==> src/rtl/vram_arbiter.sv <==
// Video RAM port arbiter between the video fetch engine and the Z80 CPU.
// Video owns the odd phases of each character cell inside the display window.
// The CPU is served in every other phase, one access per request.
module vram_arbiter #(
    parameter int unsigned AW = 13,
    parameter int unsigned BW = 2
) (
    input  logic             clock,
    input  logic             reset,
    input  logic             ce,
    input  logic [2:0]       phase,
    input  logic             vidActive,
    input  logic [BW-1:0]    vidB,
    input  logic [AW-1:0]    vidA,
    input  logic             cpuReq,
    input  logic             cpuWr,
    input  logic [BW-1:0]    cpuB,
    input  logic [AW-1:0]    cpuA,
    input  logic [7:0]       cpuD,
    output logic [7:0]       cpuQ,
    output logic             cpuWait,
    output logic [BW+AW-1:0] ramA,
    output logic             ramWe,
    output logic [7:0]       ramD,
    input  logic [7:0]       ramQ
);

    typedef enum logic [1:0] {
        StIdle,
        StPend,
        StHold
    } state_e;

    state_e          state_q, state_d;
    logic            wr_q,    wr_d;
    logic [BW-1:0]   bank_q,  bank_d;
    logic [AW-1:0]   addr_q,  addr_d;
    logic [7:0]      data_q,  data_d;
    logic [7:0]      rdata_q, rdata_d;

    logic video_slot;
    logic free_slot;
    logic grant;

    assign video_slot = phase[0] && vidActive;
    assign free_slot  = !video_slot;
    // Grant is the whole clock, not just the ce edge, so the RAM sees a stable address.
    assign grant      = (state_q == StPend) && free_slot;

    // Next-state logic: request latching, grant completion and release handshake.
    always_comb begin
        state_d = state_q;
        wr_d    = wr_q;
        bank_d  = bank_q;
        addr_d  = addr_q;
        data_d  = data_q;
        rdata_d = rdata_q;
        case (state_q)
            StIdle: begin
                if (ce && cpuReq) begin
                    wr_d    = cpuWr;
                    bank_d  = cpuB;
                    addr_d  = cpuA;
                    data_d  = cpuD;
                    state_d = StPend;
                end
            end
            StPend: begin
                // Completes even if the CPU has dropped its request meanwhile.
                if (ce && free_slot) begin
                    if (!wr_q) begin
                        rdata_d = ramQ;
                    end
                    state_d = StHold;
                end
            end
            StHold: begin
                if (ce && !cpuReq) begin
                    state_d = StIdle;
                end
            end
            default: state_d = StIdle;
        endcase
    end

    // State and latch registers with synchronous reset.
    always_ff @(posedge clock) begin
        if (reset) begin
            state_q <= StIdle;
            wr_q    <= 1'b0;
            bank_q  <= '0;
            addr_q  <= '0;
            data_q  <= '0;
            rdata_q <= '0;
        end else begin
            state_q <= state_d;
            wr_q    <= wr_d;
            bank_q  <= bank_d;
            addr_q  <= addr_d;
            data_q  <= data_d;
            rdata_q <= rdata_d;
        end
    end

    // RAM port mux and CPU handshake outputs.
    always_comb begin
        ramA    = {vidB, vidA};
        ramWe   = 1'b0;
        ramD    = data_q;
        cpuQ    = rdata_q;
        cpuWait = cpuReq && (state_q != StHold);
        if (grant) begin
            ramA = {bank_q, addr_q};
            // Reset in the grant clock must not leak a write to the RAM.
            ramWe = wr_q && ce && !reset;
        end
    end

endmodule

==> config.mk <==
export PLATFORM = sky130hd
export DESIGN_NAME = vram_arbiter
export DESIGN_NICKNAME = d
export VERILOG_FILES = /design/src/rtl/vram_arbiter.sv
export SDC_FILE = /design/constraint.sdc
export NUM_CORES = 1
export LEC_CHECK = 0
export ABC_AREA = 1
export CAP_MARGIN = 15
export CORE_MARGIN = 10
export CORE_UTILIZATION = 41
export CTS_CLUSTER_SIZE = 28
export DETAILED_ROUTE_END_ITERATION = 7
export PLACE_DENSITY_LB_ADDON = 0.08
export SYNTH_ARGS = -nofsm -noshare
export SYNTH_HDL_FRONTEND = slang
export SYNTH_SLANG_ARGS = --single-unit
==> constraint.sdc <==
create_clock -name clock -period 2.2 [get_ports clock]
set_clock_uncertainty 0.2 [all_clocks]
set_input_delay 0.44 -clock clock [delete_from_list [all_inputs] [get_ports clock]]
set_output_delay 0.44 -clock clock [all_outputs]
set_load 0.01 [all_outputs]
==> metrics.yaml <==
yosys:
  synth_top_family_by_area: "simple AND/OR/NAND/NOR gates"
  netlist.top_cell.by_area: "sky130_fd_sc_hd__dfxtp_1"
  synthTopCellsByArea: "sky130_fd_sc_hd__dfxtp_1, sky130_fd_sc_hd__nor2_1, sky130_fd_sc_hd__nand2_1"
  ys_seq_elements: 34
  synthMuxAreaShare_pct: 0
  synth_commonest_cells: "sky130_fd_sc_hd__nor2_1, sky130_fd_sc_hd__nand2_1, sky130_fd_sc_hd__dfxtp_1"
  yosys_warnings: 0
  area_fraction_in_and_or_nand_and_nor_cells_after_synthesis_pct: 38.6
  synth_largest_type_area_fraction_pct: 44.0
  synth_cells: 228
  synth_compound_area_share_pct: 9.31
  ys_seq_area_share_pct: 44.0
  arithmetic_cell_share_of_the_synthesized_area_counting_full_adders_half_adders_and_majority_gates_pct: 0
  synth_edf_count: 0
  avgSynthCellArea_um2: 6.78
  yosysMostFrequentCell: "sky130_fd_sc_hd__nor2_1"
  post_synth_design_cell_area_mm2: 0.00155
  async_reset_ff_share_pct: 0
  mappedNetlistNets: 283
  yosys.cell_types.count: 20
  ys_dominant_reg_cell: "sky130_fd_sc_hd__dfxtp_1"
  xor_xnor_share_of_the_synthesized_area_pct: 0
routing:
  drc: 0
  routed_wire_length_per_instance_um: 12.7
  drt_first_iter_violations: 55
  routed_via_density: 4.61
  routed_wirelength_mm: 4.69
  detailroute.via_count: 1697
  dr.pass1.iters: 4
  drt.antenna.violating_nets: 0
timing:
  tightestPinTransition_ns: 0.808
  final_max_slew_viol_count: 0
  slew_headroom_pct: 46.1
  fmax_mhz: 470
  report.final.hold_viol_count: 0
  timing.final.crit_share_pct: 96.8
  rsz0062_at_grt: "no"
  final_min_period_ns: 2.13
  setup_violations: 0
  final.hold.worst_slack_ns: 0.281
setup_path:
  worstSetupPathType: "in -> out"
  timing.critical_path.required_ns: 1.56
  critPathCaptureType: "output port"
  timing.critical_path.fanout_max: 6
  worst_path_largest_cell_delay_ns: 0.27
  slowest_stage: "sky130_fd_sc_hd__dlygate4sd2_1"
  cp.arrival_ns: 1.49
  path_cells: "clkdlybuf4s15_1 > nand2_4 > buf_4 > buf_4 > nand3_1 > nand2_1 > dlygate4sd2_1"
  critical_path.startpoint_type: "primary input"
  path_common_cell: "sky130_fd_sc_hd__buf_4"
layout:
  syn2layout_area_growth_pct: 65.3
  fill_cells: 347
  drive_above_1_share_pct: 9.06
  design.final.nets: 374
  antenna_cells: 0
  final_cells: 368
place:
  gpl.final_weighted_congestion: 0.750
  numPortBuffers: 85
  dpl.hpwl_mm: 3.58
  placed_cells: 359
global_route:
  grt_pass1_wl_mm: 7.41
  grt_pass1_vias: 1634
  grt_overflow_total: 0
  number_of_antenna_violations_at_the_first_check_in_global_routing: 0
  global_route.usage.total_pct: 14.1
  grt_max_degree: 33
min_path:
  hold_class: "reg -> reg"
floorplan:
  placement_rows: 22
  initial_core_util_pct: 42.2
  die_h_um: 81.4
  die_w_um: 81.4
  pin_count: 88
  dieArea_mm2: 0.00662
  core-area_mm2: 0.00366
pwr:
  p_leak_nw: 1.13
  power-per-cell-area_mw_per_mm2: 582
  netSwitchingPower_mw: 0.390
  share_comb_of_total_power_pct: 23.1
  vdd_ir_drop_max_uv: 322
  part_of_the_power_in_the_clock_network_pct: 31.4
  seqPwrFrac_pct: 45.5
  p_int_mw: 1.10
  power.switching_fraction_pct: 26.3
clocking:
  cts_buffers: 5
  cts_hold_repair.buffers: 0
  clock-root-buffer: "sky130_fd_sc_hd__clkbuf_8"
  path_clk_slew_ns: 0.07
  cts.sink_count: 34
  cts_htree_levels: 2
  clockBufferDepth: 2
  clock_insertion_delay_worst_skew_ns: 0.28
  cts_tree: "yes"
run_status:
  status: "complete, no violations"
job:
  max-cap-violations: 0
==> metrics by stage <==
step / power (mW) / TNS (ns) / util [%] / area (µm²) / setup WS (ns)
after floorplan: 0.844 / 0 / - / 1550 / 0.491
after global placement: 1.04 / -6.44 / 67.1 / 2460 / -0.402
after detailed placement: 1.05 / -6.44 / 67.1 / 2460 / -0.404
after CTS: 1.50 / 0 / 69.7 / 2550 / 0.00174
after global routing: 1.57 / 0 / 69.8 / 2550 / 0.00392
final: 1.49 / 0 / 69.8 / 2550 / 0.0701
==> path summary, 6_finish.rpt <==
path	slack [ns]	cells past startpoint	endpoint	start
worst max-delay path	0.07	7	ramA[1]	phase[0]
worst min-delay path	0.28	2	ramD[7]	ramD[7]
worst max register to register	0.70	6	addr_q[5]	state_q[0]
worst min register to register	0.28	2	ramD[7]	ramD[7]
==> power groups by stage <==
stage          registers (mW)  logic, mW  clock network, mW
5_1_grt                 0.681      0.383              0.506
6_report                0.676      0.344              0.466
3_3_place_gp            0.688      0.354                  0
2_1_floorplan           0.696      0.148                  0
3_5_place_dp            0.690      0.358                  0
4_1_cts                 0.676      0.347              0.477
==> per-layer routing <==
metal,track usage [%],vias up,wire (µm)
li1,-,898,-
met1,14.5,744,1840
met2,23.8,50,2270
met3,7.40,5,525
met4,5.19,0,51
met5,0,-,0
==> timing repair <==
item                                    4_1_cts  5_1_grt
buffers inserted                              1        0
resized for setup                            23       13
cloned                                        0        0
pin swaps                                     2        1
endpoints found under the setup margin       17       16
==> state kept, by name, summed over array words and instances (netlist names) <==
register,cells
ramD,8
state_q,2
bank_q,2
wr_q,1
addr_q,13
cpuQ,8
==> cell families (layout without fill, tap and decap cells) <==
group / count (synthesis) / in the layout
simple gates: 140 / 140
flops: 34 / 34
compound gates: 28 / 28
buf+inv: 26 / 118
==> worst max-delay path: cells and delay by family <==
family | cells | cell delay, ns
buffers and inverters | 4 | 0.82
and+or+nand+nor | 3 | 0.24
==> layout make-up <==
| type | count | area, µm² | share of cell area, % |
|---|---|---|---|
| Clock buffer | 7 | 86.3 | 3.38 |
| Tap cell | 48 | 60.1 | 2.35 |
| Inverter | 16 | 70.1 | 2.74 |
| Multi-Input combinational cell | 168 | 759 | 29.7 |
| Sequential cell | 34 | 681 | 26.7 |
| Timing Repair Buffer | 94 | 892 | 34.9 |
| Clock inverter | 1 | 5.00 | 0.196 |
==> cells in the final DEF, fill, tap and decap left out <==
| cell type | instances |
|---|---|
| sky130_fd_sc_hd__nor2_2 | 1 |
| sky130_fd_sc_hd__nand3_1 | 25 |
| sky130_fd_sc_hd__a21oi_1 | 2 |
| sky130_fd_sc_hd__o21ai_0 | 22 |
| sky130_fd_sc_hd__inv_8 | 1 |
| sky130_fd_sc_hd__nand2_1 | 41 |
| sky130_fd_sc_hd__o21ai_1 | 3 |
| sky130_fd_sc_hd__clkdlybuf4s15_1 | 4 |
| sky130_fd_sc_hd__nor4_1 | 1 |
| sky130_fd_sc_hd__nand2_4 | 3 |
| sky130_fd_sc_hd__clkbuf_8 | 6 |
| sky130_fd_sc_hd__buf_4 | 8 |
| sky130_fd_sc_hd__nand2_8 | 1 |
| sky130_fd_sc_hd__buf_6 | 1 |
| sky130_fd_sc_hd__clkdlybuf4s50_1 | 66 |
| sky130_fd_sc_hd__inv_4 | 1 |
| sky130_fd_sc_hd__nor2_1 | 66 |
| sky130_fd_sc_hd__nor2_4 | 2 |
| sky130_fd_sc_hd__dlygate4sd2_1 | 12 |
| sky130_fd_sc_hd__clkbuf_2 | 3 |
| sky130_fd_sc_hd__clkinv_2 | 1 |
| sky130_fd_sc_hd__inv_1 | 14 |
| sky130_fd_sc_hd__clkbuf_1 | 1 |
| sky130_fd_sc_hd__dfxtp_1 | 34 |
| sky130_fd_sc_hd__a21oi_2 | 1 |
(Power assumes the default switching activity.)
